==> src/rtl/pipe_barrel_shifter_if.sv <==
// Handshake and data bundle for pipe_barrel_shifter.
// The cout signal exists only when BARREL_SHF_CARRY_EN is defined.
interface pipe_barrel_shifter_if #(
   parameter int WIDTH = 32,
   parameter int SHW   = $clog2(WIDTH)
) ();
   logic             in_valid;
   logic             in_ready;
   logic [WIDTH-1:0] din;
   logic [SHW-1:0]   shamt;
   logic [2:0]       op;
   logic             flush;
   logic             out_valid;
   logic             out_ready;
   logic [WIDTH-1:0] dout;
`ifdef BARREL_SHF_CARRY_EN
   logic             cout;
`endif

   modport master (
      output in_valid, din, shamt, op, flush, out_ready,
      input  in_ready, out_valid, dout
`ifdef BARREL_SHF_CARRY_EN
      , input cout
`endif
   );

   modport slave (
      input  in_valid, din, shamt, op, flush, out_ready,
      output in_ready, out_valid, dout
`ifdef BARREL_SHF_CARRY_EN
      , output cout
`endif
   );
endinterface

==> src/rtl/pipe_barrel_shifter.sv <==
// Pipelined barrel shifter: one register per shift level, the whole pipe stalls together.
// Optional carry-out (last bit shifted/rotated out) is built when BARREL_SHF_CARRY_EN is defined.
module pipe_barrel_shifter #(
   parameter int WIDTH = 32,
   parameter int SHW   = $clog2(WIDTH)
) (
   input  logic                  clk,
   input  logic                  rst_n,
   pipe_barrel_shifter_if.slave  s_bus
);
   localparam logic [2:0] OP_SLL = 3'b000;
   localparam logic [2:0] OP_SRL = 3'b001;
   localparam logic [2:0] OP_SRA = 3'b010;
   localparam logic [2:0] OP_ROL = 3'b011;
   localparam logic [2:0] OP_ROR = 3'b100;

   logic [WIDTH-1:0] r_data  [SHW];
   logic [2:0]       r_op    [SHW];
   logic [SHW-1:0]   r_shamt [SHW];
   logic             r_sign  [SHW];
   logic             r_valid [SHW];

   logic [WIDTH-1:0] w_cur_data  [SHW];
   logic [WIDTH-1:0] w_nxt_data  [SHW];
   logic [2:0]       w_cur_op    [SHW];
   logic [SHW-1:0]   w_cur_shamt [SHW];
   logic             w_cur_sign  [SHW];
   logic             w_cur_valid [SHW];
`ifdef BARREL_SHF_CARRY_EN
   logic             r_cout      [SHW];
   logic             w_cur_cout  [SHW];
   logic             w_nxt_cout  [SHW];
`endif
   logic             w_adv;

   assign w_adv           = !r_valid[SHW-1] || s_bus.out_ready;
   assign s_bus.in_ready  = w_adv;
   assign s_bus.out_valid = r_valid[SHW-1];
   assign s_bus.dout      = r_data[SHW-1];
`ifdef BARREL_SHF_CARRY_EN
   assign s_bus.cout      = r_cout[SHW-1];
`endif

   for (genvar k = 0; k < SHW; k++) begin : g_stage
      localparam int S = 1 << k;
      logic [WIDTH-1:0] w_res;

      if (k == 0) begin : g_src
         assign w_cur_data[k]  = s_bus.din;
         assign w_cur_op[k]    = s_bus.op;
         assign w_cur_shamt[k] = s_bus.shamt;
         // SRA fill comes from the operand's original sign, not the partially shifted value
         assign w_cur_sign[k]  = s_bus.din[WIDTH-1];
         assign w_cur_valid[k] = s_bus.in_valid;
`ifdef BARREL_SHF_CARRY_EN
         assign w_cur_cout[k]  = 1'b0;
`endif
      end else begin : g_src
         assign w_cur_data[k]  = r_data[k-1];
         assign w_cur_op[k]    = r_op[k-1];
         assign w_cur_shamt[k] = r_shamt[k-1];
         assign w_cur_sign[k]  = r_sign[k-1];
         assign w_cur_valid[k] = r_valid[k-1];
`ifdef BARREL_SHF_CARRY_EN
         assign w_cur_cout[k]  = r_cout[k-1];
`endif
      end

      always_comb begin
         w_res = w_cur_data[k];
         if (w_cur_shamt[k][k]) begin
            case (w_cur_op[k])
               OP_SLL:  w_res = {w_cur_data[k][WIDTH-1-S:0], {S{1'b0}}};
               OP_SRL:  w_res = {{S{1'b0}}, w_cur_data[k][WIDTH-1:S]};
               OP_SRA:  w_res = {{S{w_cur_sign[k]}}, w_cur_data[k][WIDTH-1:S]};
               OP_ROL:  w_res = {w_cur_data[k][WIDTH-1-S:0], w_cur_data[k][WIDTH-1:WIDTH-S]};
               OP_ROR:  w_res = {w_cur_data[k][S-1:0], w_cur_data[k][WIDTH-1:S]};
               default: w_res = w_cur_data[k];
            endcase
         end
      end
      assign w_nxt_data[k] = w_res;

`ifdef BARREL_SHF_CARRY_EN
      logic w_co;
      always_comb begin
         w_co = w_cur_cout[k];
         if (w_cur_shamt[k][k]) begin
            case (w_cur_op[k])
               OP_SLL, OP_ROL:         w_co = w_cur_data[k][WIDTH-S];
               OP_SRL, OP_SRA, OP_ROR: w_co = w_cur_data[k][S-1];
               default:                w_co = w_cur_cout[k];
            endcase
         end
      end
      assign w_nxt_cout[k] = w_co;
`endif
   end

   always_ff @(posedge clk or negedge rst_n) begin
      if (!rst_n) begin
         for (int k = 0; k < SHW; k++) begin
            r_valid[k] <= 1'b0;
            r_data[k]  <= '0;
            r_op[k]    <= '0;
            r_shamt[k] <= '0;
            r_sign[k]  <= 1'b0;
`ifdef BARREL_SHF_CARRY_EN
            r_cout[k]  <= 1'b0;
`endif
         end
      end else begin
         if (s_bus.flush) begin
            for (int k = 0; k < SHW; k++) r_valid[k] <= 1'b0;
         end else if (w_adv) begin
            for (int k = 0; k < SHW; k++) r_valid[k] <= w_cur_valid[k];
         end
         if (w_adv) begin
            for (int k = 0; k < SHW; k++) begin
               r_data[k]  <= w_nxt_data[k];
               r_op[k]    <= w_cur_op[k];
               r_shamt[k] <= w_cur_shamt[k];
               r_sign[k]  <= w_cur_sign[k];
`ifdef BARREL_SHF_CARRY_EN
               r_cout[k]  <= w_nxt_cout[k];
`endif
            end
         end
      end
   end
endmodule

==> src/flat_wrapper.sv <==
// flat-port wrapper written by rule: the top's interface ports become plain ports
module pipe_barrel_shifter_flat 
#(
   parameter int WIDTH = 32,
   parameter int SHW   = $clog2(WIDTH)
)
  (clk, rst_n, s_bus_in_valid, s_bus_din, s_bus_shamt, s_bus_op, s_bus_flush, s_bus_out_ready, s_bus_in_ready, s_bus_out_valid, s_bus_dout);
  pipe_barrel_shifter_if #(.WIDTH(WIDTH), .SHW(SHW)) s_bus_i ();
  input  logic clk;
  input  logic rst_n;
  input wire logic [$bits(s_bus_i.in_valid)-1:0] s_bus_in_valid;
  input wire logic [$bits(s_bus_i.din)-1:0] s_bus_din;
  input wire logic [$bits(s_bus_i.shamt)-1:0] s_bus_shamt;
  input wire logic [$bits(s_bus_i.op)-1:0] s_bus_op;
  input wire logic [$bits(s_bus_i.flush)-1:0] s_bus_flush;
  input wire logic [$bits(s_bus_i.out_ready)-1:0] s_bus_out_ready;
  output wire logic [$bits(s_bus_i.in_ready)-1:0] s_bus_in_ready;
  output wire logic [$bits(s_bus_i.out_valid)-1:0] s_bus_out_valid;
  output wire logic [$bits(s_bus_i.dout)-1:0] s_bus_dout;
  assign s_bus_i.in_valid = s_bus_in_valid;
  assign s_bus_i.din = s_bus_din;
  assign s_bus_i.shamt = s_bus_shamt;
  assign s_bus_i.op = s_bus_op;
  assign s_bus_i.flush = s_bus_flush;
  assign s_bus_i.out_ready = s_bus_out_ready;
  assign s_bus_in_ready = s_bus_i.in_ready;
  assign s_bus_out_valid = s_bus_i.out_valid;
  assign s_bus_dout = s_bus_i.dout;
  pipe_barrel_shifter #(.WIDTH(WIDTH), .SHW(SHW)) u_core (.clk(clk), .rst_n(rst_n), .s_bus(s_bus_i));
endmodule
==> config.mk <==
export PLATFORM = sky130hd
export DESIGN_NAME = pipe_barrel_shifter_flat
export DESIGN_NICKNAME = d
export VERILOG_FILES = /design/src/rtl/pipe_barrel_shifter_if.sv /design/src/rtl/pipe_barrel_shifter.sv /design/src/flat_wrapper.sv
export SDC_FILE = /design/constraint.sdc
export NUM_CORES = 1
export LEC_CHECK = 0
export ABC_AREA = 1
export CORE_UTILIZATION = 45
export CTS_CLUSTER_SIZE = 8
export DETAILED_ROUTE_END_ITERATION = 8
export MAX_ROUTING_LAYER = met4
export PLACE_DENSITY_LB_ADDON = 0.12
export SKIP_CTS_REPAIR_TIMING = 1
export SLEW_MARGIN = 20
export SYNTH_ARGS = -nofsm -noshare
export SYNTH_HDL_FRONTEND = slang
export SYNTH_SLANG_ARGS = --single-unit
export TNS_END_PERCENT = 1
==> constraint.sdc <==
create_clock -name clk -period 2.7 [get_ports clk]
set_input_delay 0.675 -clock clk [delete_from_list [all_inputs] [get_ports clk]]
set_output_delay 0.675 -clock clk [all_outputs]
set_load 0.02 [all_outputs]
==> flow_summary.toml <==
[logic_synthesis]
synth-seq-cells = 191
ys_types = 24
syn_area_um2 = 11100
synth_fp_nets = 1729
synthFlopType = "dfrtp_1"
synthTopCellsByArea = "dfrtp_1, nand2_1, nor2_1"
synth_edf_count = 0
syn_avg_cell_area_um2 = 6.57
ys_async_sr_fraction = 1.00
synthCells = 1684
yosysMostFrequentCell = "nand2_1"
synth_top_cell_by_area = "dfrtp_1"
ys_warn_count = 0
synthTopCellsByCount = "nand2_1, nor2_1, dfrtp_1"
yosys.area.top_type_share = 0.432
seq_area_frac_synth = 0.432

[global_routing]
grtUsageTotal = 0.236
grt_pass1_wl_um = 47600
gr-total-overflow = 0
grt_antenna_before_repair = 0
grt_max_degree = 105
grt_pass1_vias = 9526

[min_path]
hp-class = "primary input to async pin"

[floorplanning]
die_h_um = 159
die_w_um = 159
core-area_um2 = 24200
ios = 79
core.rowCount = 57
initial_utilization = 0.456
die-area_um2 = 25200

[finish]
seqCellArea_um2 = 4780
diodes = 0
multi_input_area_um2 = 5360
stdcell_area_um2 = 12500
utilization = 0.517
layout-drive-gt1-share = 0.0466
nets = 1730
syn_to_final_growth_pct = 13.3
nFillCells = 2544

[placement]
placed_cell_area_um2 = 12000
post-dp-hpwl_um = 19500
port_buffers = 78
routabilityCongestion = 0.914

[drt]
initialDrtViolationCount = 602
detail_route.wl_per_cell_um = 13.7
firstDrtPassIters = 5
ant_nets = 0
via_count = 10100
wl_um = 27700
drc_errors = 0
via_per_inst = 4.99

[worst_setup_path]
critical_path.endpoint = "s_bus_in_ready"
crit_type = "primary input to output port"
reg2reg_to = "u_core.r_data[110]"
path_cells = "clkdlybuf4s50_1 > nor2_4 > clkinv_1 > clkdlybuf4s50_1"
worstSetupStartpoint = "s_bus_out_ready"
ff2ff_path_depth = 7
endpoint_kind = "output port"
start_kind = "primary input"
cpPeakStageDelay_ns = 0.56
path_common_cell = "clkdlybuf4s50_1"
cp_slowest_cell = "clkdlybuf4s50_1"
required_ns = 2.03
arrival_ns = 1.95
reg2reg_slack_ns = 0.83
critPathMaxFanout = 2
r2r-start = "u_core.r_op[13]"

[timing]
hold_ws_ns = 0.211
worst_slew_pin_slew_ns = 0.690
finalSetupViolCount = 0
drv_slew = 0
slew_headroom = 0.539
tns_ns = 0
fin_crit_sh = 0.974
finalCriticalPeriod_ns = 2.63
final_hold_viol_count = 0
rsz0062_at_grt = "no"
fin_skew_ns = 0.00783
fmax_ghz = 0.380

[pwr]
power.total_mw = 8.17
ir_drop_mv = 0.355
p_leak_nw = 6.07
power_density_nw_per_um2 = 651

[clock_tree]
ctsLongestPathBuffers = 2
cts-root-buf = "clkbuf_16"
tritoncts = "yes"
htree_levels = 4
cts.clk_slew.worst_paths_ns = 0.07
insertion_delay_ns = 0.44
cts.sink_count = 191
numCtsBuffers = 17

[run_status]
status = "completed"

[run]
maxCapViolCount = 0
[worst min path at each step]
| stage | endpoint | depth (start not counted) |
|---|---|---|
| final | u_core.s_bus.dout[19] | 1 |
| after global routing | u_core.s_bus.dout[19] | 1 |
| after CTS | u_core.s_bus.dout[14] | 1 |
| after detailed placement | u_core.s_bus.dout[25] | 2 |
| after global placement | u_core.r_shamt[14] | 2 |
| after floorplan | u_core.r_data[100] | 0 |
[through the flow]
step                instances  setup WS, ns
floorplan                1684         0.588
global placement         1990        0.0561
detailed placement       1990        0.0723
CTS                      2021        0.0592
global route             2021        0.0206
finish                   2021        0.0712
[power by group]
part | switching (mW) | internal (mW) | leakage (nW) | total [mW]
Sequential | 0.456 | 3.32 | 2.22 | 3.78
Combinational | 1.12 | 0.769 | 3.57 | 1.89
Clock | 1.16 | 1.33 | 0.289 | 2.50
[kinds of logic after synthesis]
kind of cell           synth area share
AO/OA/AOI/OAI                    0.0721
buffers and inverters            0.0857
flip-flops                        0.432
AND/OR/NAND/NOR                   0.410
[registers in the layout, indices dropped and copies added (netlist names)]
name	flops
u_core.r_data	128
u_core.r_op	12
u_core.r_shamt	10
u_core.r_sign	4
u_core.r_valid	4
u_core.s_bus.dout	32
u_core.s_bus.out_valid	1
[critical path, delay by kind of cell]
kind / cells / cell delay (ns)
simple gates: 1 / 0.15
buf+inv: 3 / 1.13
[cells in the final DEF (no fill, tap or decap), drive strengths merged]
| cell | n |
|---|---|
| clkbuf | 19 |
| buf | 36 |
| o211ai | 16 |
| o31ai | 1 |
| bufinv | 1 |
| inv | 74 |
| clkinv | 6 |
| clkdlybuf4s50 | 77 |
| o21ai | 64 |
| nand4 | 3 |
| a21oi | 64 |
| nand3 | 162 |
| dfrtp | 191 |
| nand2 | 704 |
| nor2 | 272 |
| nor3 | 6 |
| a21boi | 1 |
[layer usage]
layer | vias to the layer above | part of all wire | global-route usage
li1 | 5260 | - | -
met1 | 4582 | 0.46 | 0.302
met2 | 196 | 0.49 | 0.390
met3 | 37 | 0.027 | 0.0248
met4 | 0 | 0.020 | 0.0816
met5 | - | 0 | -
[cell type report]
cell class                      instances  area share
Sequential cell                       191       0.381
Multi-Input combinational cell       1293       0.427
Clock buffer                           18      0.0350
Inverter                               68      0.0204
Clock inverter                         13      0.0118
Timing Repair Buffer                  114      0.0921
Tap cell                              324      0.0323
Power figures use the tool's default switching activity.
